==> src/rtl/fetch_unit.sv <==
// fetch_unit: instruction fetch front end.
// It issues word reads to instruction memory over a req/ack handshake.
// Returned words are buffered with their PCs in a small FIFO for decode.
// A redirect flushes the FIFO and reloads the fetch pointer. A request that
// is still outstanding at that point is completed and its data discarded.
module fetch_unit #(
  parameter int                ADDR_W   = 32,
  parameter int                DATA_W   = 32,
  parameter int                DEPTH    = 2,
  parameter logic [ADDR_W-1:0] RESET_PC = {ADDR_W{1'b0}}
) (
  input  logic              clk,
  input  logic              rst,
  input  logic              i_redirect_valid,
  input  logic [ADDR_W-1:0] i_redirect_pc,
  output logic              o_mem_req,
  output logic [ADDR_W-1:0] o_mem_addr,
  input  logic              i_mem_ack,
  input  logic [DATA_W-1:0] i_mem_rdata,
  output logic              o_inst_valid,
  output logic [DATA_W-1:0] o_inst,
  output logic [ADDR_W-1:0] o_inst_pc,
  input  logic              i_inst_ready
);

  localparam int                PTR_W      = (DEPTH > 1) ? $clog2(DEPTH) : 1;
  localparam int                CNT_W      = PTR_W + 1;
  localparam logic [CNT_W-1:0]  DEPTH_C    = CNT_W'(DEPTH);
  localparam logic [ADDR_W-1:0] PC_STEP    = ADDR_W'(3'd4);
  localparam logic [ADDR_W-1:0] ALIGN_MASK = ~ADDR_W'(2'b11);

  // IDLE: no request. WAIT: request whose data will be queued.
  // DROP: request orphaned by a redirect; its data is thrown away.
  typedef enum logic [1:0] {
    S_IDLE = 2'b00,
    S_WAIT = 2'b01,
    S_DROP = 2'b10
  } state_t;

  state_t            r_state;
  state_t            w_state_next;
  logic [ADDR_W-1:0] r_fptr;
  logic [ADDR_W-1:0] r_mem_addr;
  logic [ADDR_W-1:0] w_fptr_next;
  logic [ADDR_W-1:0] w_mem_addr_next;
  logic [CNT_W-1:0]  r_count;
  logic [CNT_W-1:0]  w_count_next;
  logic [PTR_W-1:0]  r_rd_ptr;
  logic [PTR_W-1:0]  r_wr_ptr;
  logic [DATA_W-1:0] r_q_data [DEPTH];
  logic [ADDR_W-1:0] r_q_pc   [DEPTH];
  logic              w_inst_valid;
  logic              w_push;
  logic              w_pop;
  logic              w_room;

  // Push/pop qualifiers and the occupancy the queue will have after this edge
  always_comb begin
    w_inst_valid = (r_count != {CNT_W{1'b0}});
    w_pop        = w_inst_valid & i_inst_ready;
    w_push       = (r_state == S_WAIT) & i_mem_ack & ~i_redirect_valid;
    case ({w_push, w_pop})
      2'b10:   w_count_next = r_count + CNT_W'(1'b1);
      2'b01:   w_count_next = r_count - CNT_W'(1'b1);
      default: w_count_next = r_count;
    endcase
    // A free slot is reserved before a request is issued, so a push never overflows.
    w_room = (w_count_next < DEPTH_C);
  end

  // Next state: a redirect overrides everything except completing an outstanding request
  always_comb begin
    w_state_next = r_state;
    case (r_state)
      S_IDLE: begin
        if (!i_redirect_valid && w_room) begin
          w_state_next = S_WAIT;
        end else begin
          w_state_next = S_IDLE;
        end
      end
      S_WAIT: begin
        if (i_redirect_valid) begin
          if (i_mem_ack) begin
            w_state_next = S_IDLE;
          end else begin
            w_state_next = S_DROP;
          end
        end else if (i_mem_ack) begin
          if (w_room) begin
            w_state_next = S_WAIT;
          end else begin
            w_state_next = S_IDLE;
          end
        end else begin
          w_state_next = S_WAIT;
        end
      end
      S_DROP: begin
        if (i_mem_ack) begin
          w_state_next = S_IDLE;
        end else begin
          w_state_next = S_DROP;
        end
      end
      default: w_state_next = S_IDLE;
    endcase
  end

  // Fetch pointer update. The presented address stays frozen while an orphaned request is held.
  always_comb begin
    if (i_redirect_valid) begin
      w_fptr_next = i_redirect_pc & ALIGN_MASK;
    end else if (w_push) begin
      w_fptr_next = r_fptr + PC_STEP;
    end else begin
      w_fptr_next = r_fptr;
    end
    if (w_state_next == S_DROP) begin
      w_mem_addr_next = r_mem_addr;
    end else begin
      w_mem_addr_next = w_fptr_next;
    end
  end

  // State, fetch pointer and request address registers
  always_ff @(posedge clk or posedge rst) begin
    if (rst) begin
      r_state    <= S_IDLE;
      r_fptr     <= RESET_PC;
      r_mem_addr <= RESET_PC;
    end else begin
      r_state    <= w_state_next;
      r_fptr     <= w_fptr_next;
      r_mem_addr <= w_mem_addr_next;
    end
  end

  // Queue occupancy and pointers. A redirect empties the queue and discards this cycle's push/pop.
  always_ff @(posedge clk or posedge rst) begin
    if (rst) begin
      r_count  <= {CNT_W{1'b0}};
      r_rd_ptr <= {PTR_W{1'b0}};
      r_wr_ptr <= {PTR_W{1'b0}};
    end else if (i_redirect_valid) begin
      r_count  <= {CNT_W{1'b0}};
      r_rd_ptr <= {PTR_W{1'b0}};
      r_wr_ptr <= {PTR_W{1'b0}};
    end else begin
      r_count <= w_count_next;
      if (w_push) begin
        r_wr_ptr <= r_wr_ptr + PTR_W'(1'b1);
      end
      if (w_pop) begin
        r_rd_ptr <= r_rd_ptr + PTR_W'(1'b1);
      end
    end
  end

  // Queue storage. Needs no reset: only entries below the occupancy count are ever shown.
  always_ff @(posedge clk) begin
    if (w_push) begin
      r_q_data[r_wr_ptr] <= i_mem_rdata;
      r_q_pc[r_wr_ptr]   <= r_fptr;
    end
  end

  // Outputs decoded from registers. The head is forced to zero while the queue is empty.
  always_comb begin
    o_mem_req    = (r_state != S_IDLE);
    o_mem_addr   = r_mem_addr;
    o_inst_valid = w_inst_valid;
    if (w_inst_valid) begin
      o_inst    = r_q_data[r_rd_ptr];
      o_inst_pc = r_q_pc[r_rd_ptr];
    end else begin
      o_inst    = {DATA_W{1'b0}};
      o_inst_pc = {ADDR_W{1'b0}};
    end
  end

endmodule

==> config.mk <==
export PLATFORM = sky130hd
export DESIGN_NAME = fetch_unit
export DESIGN_NICKNAME = d
export VERILOG_FILES = /design/src/rtl/fetch_unit.sv
export SDC_FILE = /design/constraint.sdc
export NUM_CORES = 1
export LEC_CHECK = 0
export CAP_MARGIN = 0
export CORE_MARGIN = 5
export CORE_UTILIZATION = 45
export CTS_BUF_LIST = sky130_fd_sc_hd__clkbuf_16
export CTS_CLUSTER_DIAMETER = 150
export DETAILED_ROUTE_END_ITERATION = 8
export GPL_TIMING_DRIVEN = 0
export PLACE_DENSITY = 0.71
export SYNTH_ARGS = -nofsm -noshare
export SYNTH_HDL_FRONTEND = slang
export SYNTH_SLANG_ARGS = --single-unit
==> constraint.sdc <==
create_clock -name clk -period 5.5 [get_ports clk]
set_clock_uncertainty 0.2 [all_clocks]
set_input_delay 1.1 -clock clk [delete_from_list [all_inputs] [get_ports clk]]
set_output_delay 1.1 -clock clk [all_outputs]
set_load 0.02 [all_outputs]
==> metrics, run 1 <==
Main synth FF type edfxtp_1; Layout area overhead 30.3%; grt ovf 0; Leak about 3.8 nW; DPL Wire Length between 10000 and 15000 microns; CTS tree built; post_cts resized 0; Period Utilization, post-route 75.5%; register area share after synthesis 67.9%; status complete, no violations; routed len/inst approximately 19 microns; Int Power 2.43 mW; largest net degree at the start of global routing slightly above 70; Mapped Cells ~600; fin. max-slew vios 0; vias in the first global route approximately 5600; clock slew at reported path FFs approximately 0.060 ns; die area between 20000 and 25000 sq um; clock latency on the worst-skew pair roughly 0.42 ns; clock buffer count from CTS 17; layout cell share with drive strength beyond 1 8.56%; Clk network pwr share 34.8%; R2R depth 6; Post-synth EDFFs 128; drt initial violations 345; Die Y-Extent ~150 microns; WL met1 approximately 8200 microns; highest-delay cell along the critical path clkbuf_1; Post-CTS Hold Fix Bufs 0; Synth Area in Compound Gates between 3 and 4%; VDD IR max 247 uV; CP delay by family, top buffers and inverters; Yosys cell types between 40 and 50; Logic pwr share between 10% and 20%; post-synthesis mux area share between 10 and 15%; worst hold margin approximately 0.27 ns; register bit total from synthesis between 150 and 200; Cell Count, Final, Fillers Out 1023; CP Data Arrival Time around 2.9 ns; power per cell area 296 nW/um^2; Synth Warn # 0; Residual DRC 0; Hold Crit Class reg2reg; CP dominant cell by count clkbuf_1; Critical Path RT 4.20 ns; IO Pins between 150 and 200; xor and xnor area share after synthesis ~2.9%; Die Wd around 150 microns; CP Depth 5; RSZ-0062 raised after global routing no; commonest non-fill, non-tap cell in the layout clkdlybuf4s50_1; element type at the critical path start flip-flop; worst path cell trace clkbuf_1, clkbuf_1, mux2i_1, nor2_1, clkdlybuf4s50_1; nets@finish 853; CTS max path bufs 2; min-delay src r_fptr[1]$_DFF_PP0_; Hold Fails Final Rpt 0; metal3 WL between 1000 and 1500 microns; Max-slew headroom between 30% and 40%; Rows 49; drt pass-1 iters 5; Tmin final roughly 4.2 ns; Netlist Area Pre-Place around 8000 sq um; CORE AREA between 15000 and 20000 sq um; Total Power ~3.2 mW; initial antenna violation count 0; first-pass GRT wire length 30000 microns; fill count 1402; post-synth net total 669; sw power ~0.75 mW; largest family of logic cells by synthesized area multiplexers; routability cong. roughly 0.86; # diodes 0; drt total wl roughly 19000 microns; Total GRT Usage 17.9%; Max stage delay on crit path 0.66 ns; DR vias/cell roughly 5.3; Worst-Margin Slew between 0.9 and 1 ns; r2r startpoint r_fptr[2]$_DFF_PP0_; Max Cap Violations 0; Hold Crit Depth 0; Fmax between 0.2 and 0.25 GHz; CP endpoint kind primary output; H-tree depth 4; placed insts about 990; number of post-CTS setup repair buffers 0; hold path endpoint r_q_pc[1][1]$_DFFE_PP_; R2R Setup Slk 2.73 ns; adder-cell share of the synthesized area 0.456%; fraction of registers with async set/reset a little over a third; WP buf/inv 3; Placed Instance Area between 10000 and 15000 sq um; # setup viols final 0; final antenna-violating net count 0; crit path max fanout 10; Flop pwr share ~55%; Crit Path Category reg2out; starting density of the core a little under half; PortBufs ~160; reg2reg end o_mem_addr[24]$_DFFE_PP0P_; Synth Area in Simple Gates around 11%; DR vias approximately 5400; met2 wire length just over 9000 microns; Mapped Avg Cell Area about 14 sq um; final instance area about 11000 sq um; Sink Count ~200; fin util between 50 and 60%; Sw Share a little under a quarter; clk root buf clkbuf_16; most frequent cells in the layout clkdlybuf4s50_1, edfxtp_1, nor2_1, dfrtp_1, mux2i_1; top routing layer in use met4
-- routing by layer --
metal	up-vias	track usage [%]
li1	2547	-
met3	28	3.27
met4	0	6.53
met5	-	0
met2	224	29.7
met1	2645	23.6
-- how the worst max path moves through the flow --
stage                         start                       end  slack (ns)
2_1_floorplan      i_redirect_valid  r_q_data[0][0]$_DFFE_PP_        0.48
3_3_place_gp              i_mem_ack  r_q_data[0][5]$_DFFE_PP_       -1.46
3_5_place_dp   r_rd_ptr$_DFFE_PP0P_                o_inst[26]        1.68
4_1_cts        r_rd_ptr$_DFFE_PP0P_                o_inst[26]        1.22
5_1_grt        r_rd_ptr$_DFFE_PP0P_             o_inst_pc[21]        1.11
6_report       r_rd_ptr$_DFFE_PP0P_                o_inst[26]        1.34
-- registers in the layout, indices dropped and copies added, names as in the netlist --
register	flops
r_rd_ptr	1
r_wr_ptr	1
r_fptr	32
r_q_data	64
r_count	2
r_q_pc	64
o_mem_addr	32
r_state	2
-- final cells by class --
cell class	count	area [sq um]	share of cell area, %
sequential	198	5600	52.1
multi-input combinational	355	2480	23.1
timing repair buffer	165	1680	15.6
clock buffer	18	450	4.20
tap	229	287	2.67
buffer	30	120	1.12
clock inverter	14	68.8	0.641
inverter	14	57.6	0.536
-- synth_stat cells (2+ instances only) --
library cell	instances	area share [%]
o21ai_1	4	0.24
o21ai_0	7	0.43
nor2b_1	2	0.15
clkbuf_1	20	0.91
dfrtp_1	70	21
buf_1	9	0.41
nand2_1	31	1.4
xnor2_1	17	1.8
nor2_1	85	3.9
a311oi_1	2	0.21
mux2i_1	66	8.0
xor2_1	10	1.1
and4_1	3	0.32
and3_1	17	1.3
a221o_1	13	1.6
inv_1	12	0.55
and2_1	5	0.38
edfxtp_1	128	47
a21o_1	2	0.18
ha_1	3	0.46
nor4_1	2	0.15
mux2_2	25	3.4
a21oi_1	9	0.55
nand3_1	13	0.79
nor4_2	4	0.61
nand4_1	13	0.99
nor3_1	6	0.36
-- worst register-to-register path, stage by stage, from the launching register on --
cell	delay, ns
dfrtp_1	0.49
ha_1	0.32
nand4_1	0.42
nor2_1	0.52
nand4_1	0.18
xnor2_1	0.19
a221o_1	0.34
-- power groups by stage --
| stage | Combinational, mW | Clock, mW | Sequential [mW] |
|---|---|---|---|
| after floorplan | 0.139 | 0 | 1.78 |
| after global placement | 0.326 | 0 | 1.76 |
| after detailed placement | 0.337 | 0 | 1.76 |
| after CTS | 0.339 | 1.13 | 1.73 |
| after global routing | 0.363 | 1.19 | 1.74 |
| final | 0.336 | 1.11 | 1.73 |
-- stage by stage --
step                worst slack (ns)  TNS (ns)
global placement               -1.46    -93.14
finish                          1.34         0
global route                    1.11         0
detailed placement              1.68         0
CTS                             1.22         0
floorplan                      0.480         0
-- kinds of logic (layout without fill, tap and decap cells) --
| group | Yosys count | after routing |
|---|---|---|
| flops | 198 | 198 |
| simple gates | 189 | 189 |
| mux | 92 | 92 |
| compound gates | 44 | 44 |
| buf+inv | 44 | 241 |
| xor+xnor | 27 | 27 |
| fa+ha+maj | 3 | 3 |
(Power assumes the default switching activity.)
==> inputs of run 2 (changes only) <==
--- a/config.mk
+++ b/config.mk
@@ -12,7 +12,7 @@
 export CTS_CLUSTER_DIAMETER = 150
 export DETAILED_ROUTE_END_ITERATION = 8
 export GPL_TIMING_DRIVEN = 0
-export PLACE_DENSITY = 0.71
+export PLACE_DENSITY = 0.74
 export SYNTH_ARGS = -nofsm -noshare
 export SYNTH_HDL_FRONTEND = slang
 export SYNTH_SLANG_ARGS = --single-unit
==> constraint.sdc (replaced) <==
create_clock -name clk -period 3.65 [get_ports clk]
set_clock_uncertainty 0.2 [all_clocks]
set_input_delay 0.73 -clock clk [delete_from_list [all_inputs] [get_ports clk]]
set_output_delay 0.73 -clock clk [all_outputs]
set_load 0.02 [all_outputs]
==> run 2 against run 1 <==
Count of clock-buffer cells in the layout decreased by 1. Total power increased by 59%. Hold slack improved by 0.0072 ns. Critical path type unchanged. Largest cell class unchanged. Largest power group unchanged.
==> metrics, run 2 (synthesis results as in run 1) <==
Placed Instance Area a little over 10000 sq um; Total GRT Usage 18.4%; commonest non-fill, non-tap cell in the layout clkdlybuf4s50_1; routability cong. between 0.8 and 0.9; setup TNS 0 ns; nets@finish 853; worst hold margin 0.276 ns; clk root buf clkbuf_16; final instance area 10800 sq um; clock buffer count from CTS 17; first-pass GRT wire length roughly 30000 microns; # setup viols final 0; Worst-Margin Slew just over 0.9 ns; Crit Path Category reg2out; die area around 21000 sq um; Total Power 5.06 mW; clock slew at reported path FFs 0.07 ns; pre-CTS setup slack 0.245 ns; Residual DRC 0; DR vias/cell around 5.4; worst path cell trace nor2_1, clkbuf_2, buf_1, nor2_1, clkdlybuf4s50_1; fin util between 60% and 70%; most frequent cells in the layout clkdlybuf4s50_1, edfxtp_1, nor2_1, dfrtp_1, mux2i_1; drt pass-1 iters 5; Hold Crit Class reg2reg; clock latency on the worst-skew pair 0.43 ns; PortBufs roughly 160; CORE AREA approximately 18000 sq um; grt ovf 0; Fmax roughly 0.30 GHz; Largest regs r_q_data: 64 flops, r_q_pc: 64 flops; H-tree depth 4; drt total wl around 19000 microns; final antenna-violating net count 0; CP endpoint kind primary output; DPL Wire Length 13700 microns; VDD IR max ~320 uV; drt initial violations about 420; Max stage delay on crit path ~0.57 ns; CP Data Arrival Time 2.42 ns; Hold Fails Final Rpt 0; Period Utilization, post-route approximately 92%; largest net degree at the start of global routing 71; register area 5600 sq um; power per cell area around 470 nW/um^2; initial antenna violation count 0; placed insts roughly 1000; routed len/inst between 15 and 20 microns; Die Y-Extent 145 microns; fill count 1396; starting density of the core between 40% and 50%; status complete, no violations; Tmin final between 3 and 4 ns; fin. max-slew vios 0; Multi-input gate area 2480 sq um; Die Wd roughly 150 microns; CTS tree built; Max Cap Violations 0; RSZ-0062 raised after global routing no; # diodes 0; PnR worst setup slack slightly above 0.3 ns; CP dominant cell by count nor2_1; layout cell share with drive strength beyond 1 under 10%; element type at the critical path start flip-flop; Cell Count, Final, Fillers Out 1023; Max-slew headroom between 30% and 40%; Layout area overhead 31.7%; crit path max fanout 10; Post-CTS Hold Fix Bufs 0; Critical Path RT 2.72 ns; CTS max path bufs 2; DR vias 5521; Rows 49; Leak slightly below 4 nW; vias in the first global route roughly 5700; Sink Count approximately 200; IO Pins around 170; highest-delay cell along the critical path clkdlybuf4s50_1
[run 2: worst paths after layout]
kind                                              from                          to  slack (ns)  cells after the start
min in group asynchronous                          rst  o_mem_addr[26]$_DFFE_PP0P_        0.64                      2
worst max-delay path            r_count[0]$_DFFE_PP0P_                o_inst_pc[8]        0.30                      5
max in group asynchronous                          rst        r_fptr[13]$_DFF_PP0_        2.02                      2
worst min register to register     r_fptr[0]$_DFF_PP0_      r_q_pc[0][0]$_DFFE_PP_        0.28                      0
worst min-delay path               r_fptr[0]$_DFF_PP0_      r_q_pc[0][0]$_DFFE_PP_        0.28                      0
worst max register to register     r_fptr[2]$_DFF_PP0_  o_mem_addr[24]$_DFFE_PP0P_        0.75                      6
[run 2: timing repair]
action / in CTS / in global routing
endpoints found under the setup margin: 49 / 57
endpoints found under the hold margin: 0 / 0
gates resized for setup: 5 / 4
setup buffers: 0 / 0
gates cloned: 0 / 0
[run 2: cell type report]
type,count,share of cell area (%)
multi-input cells,355,22.8
repair buffers,165,15.6
plain buffers,30,1.19
well taps,229,2.64
clock inverters,15,1.74
clock buffers,17,3.92
flip-flops and latches,198,51.6
inverters,14,0.531
[run 2: report_power, final]
| group | internal, mW | leakage [nW] | switching (mW) |
|---|---|---|---|
| Sequential | 2.52 | 2.01 | 0.0988 |
| Clock | 1.14 | 0.301 | 0.797 |
| Combinational | 0.252 | 1.54 | 0.259 |
| Total | 3.91 | 3.84 | 1.16 |
[run 2: worst max-delay path: cells and delay by family, from the launching register on]
family                 cells  cell delay (ns)
AND/OR/NAND/NOR            2             0.28
buffers and inverters      3             1.30
flip-flops                 1             0.42
[run 2: metal layers]
layer / routed length [microns] / global-route usage, % / vias to the layer above
met5: 0 / 0 / -
met4: 346 / 4.52 / 0
met3: 1280 / 4.33 / 30
met2: 9800 / 31.4 / 236
met1: 8060 / 23.9 / 2709
li1: - / - / 2546
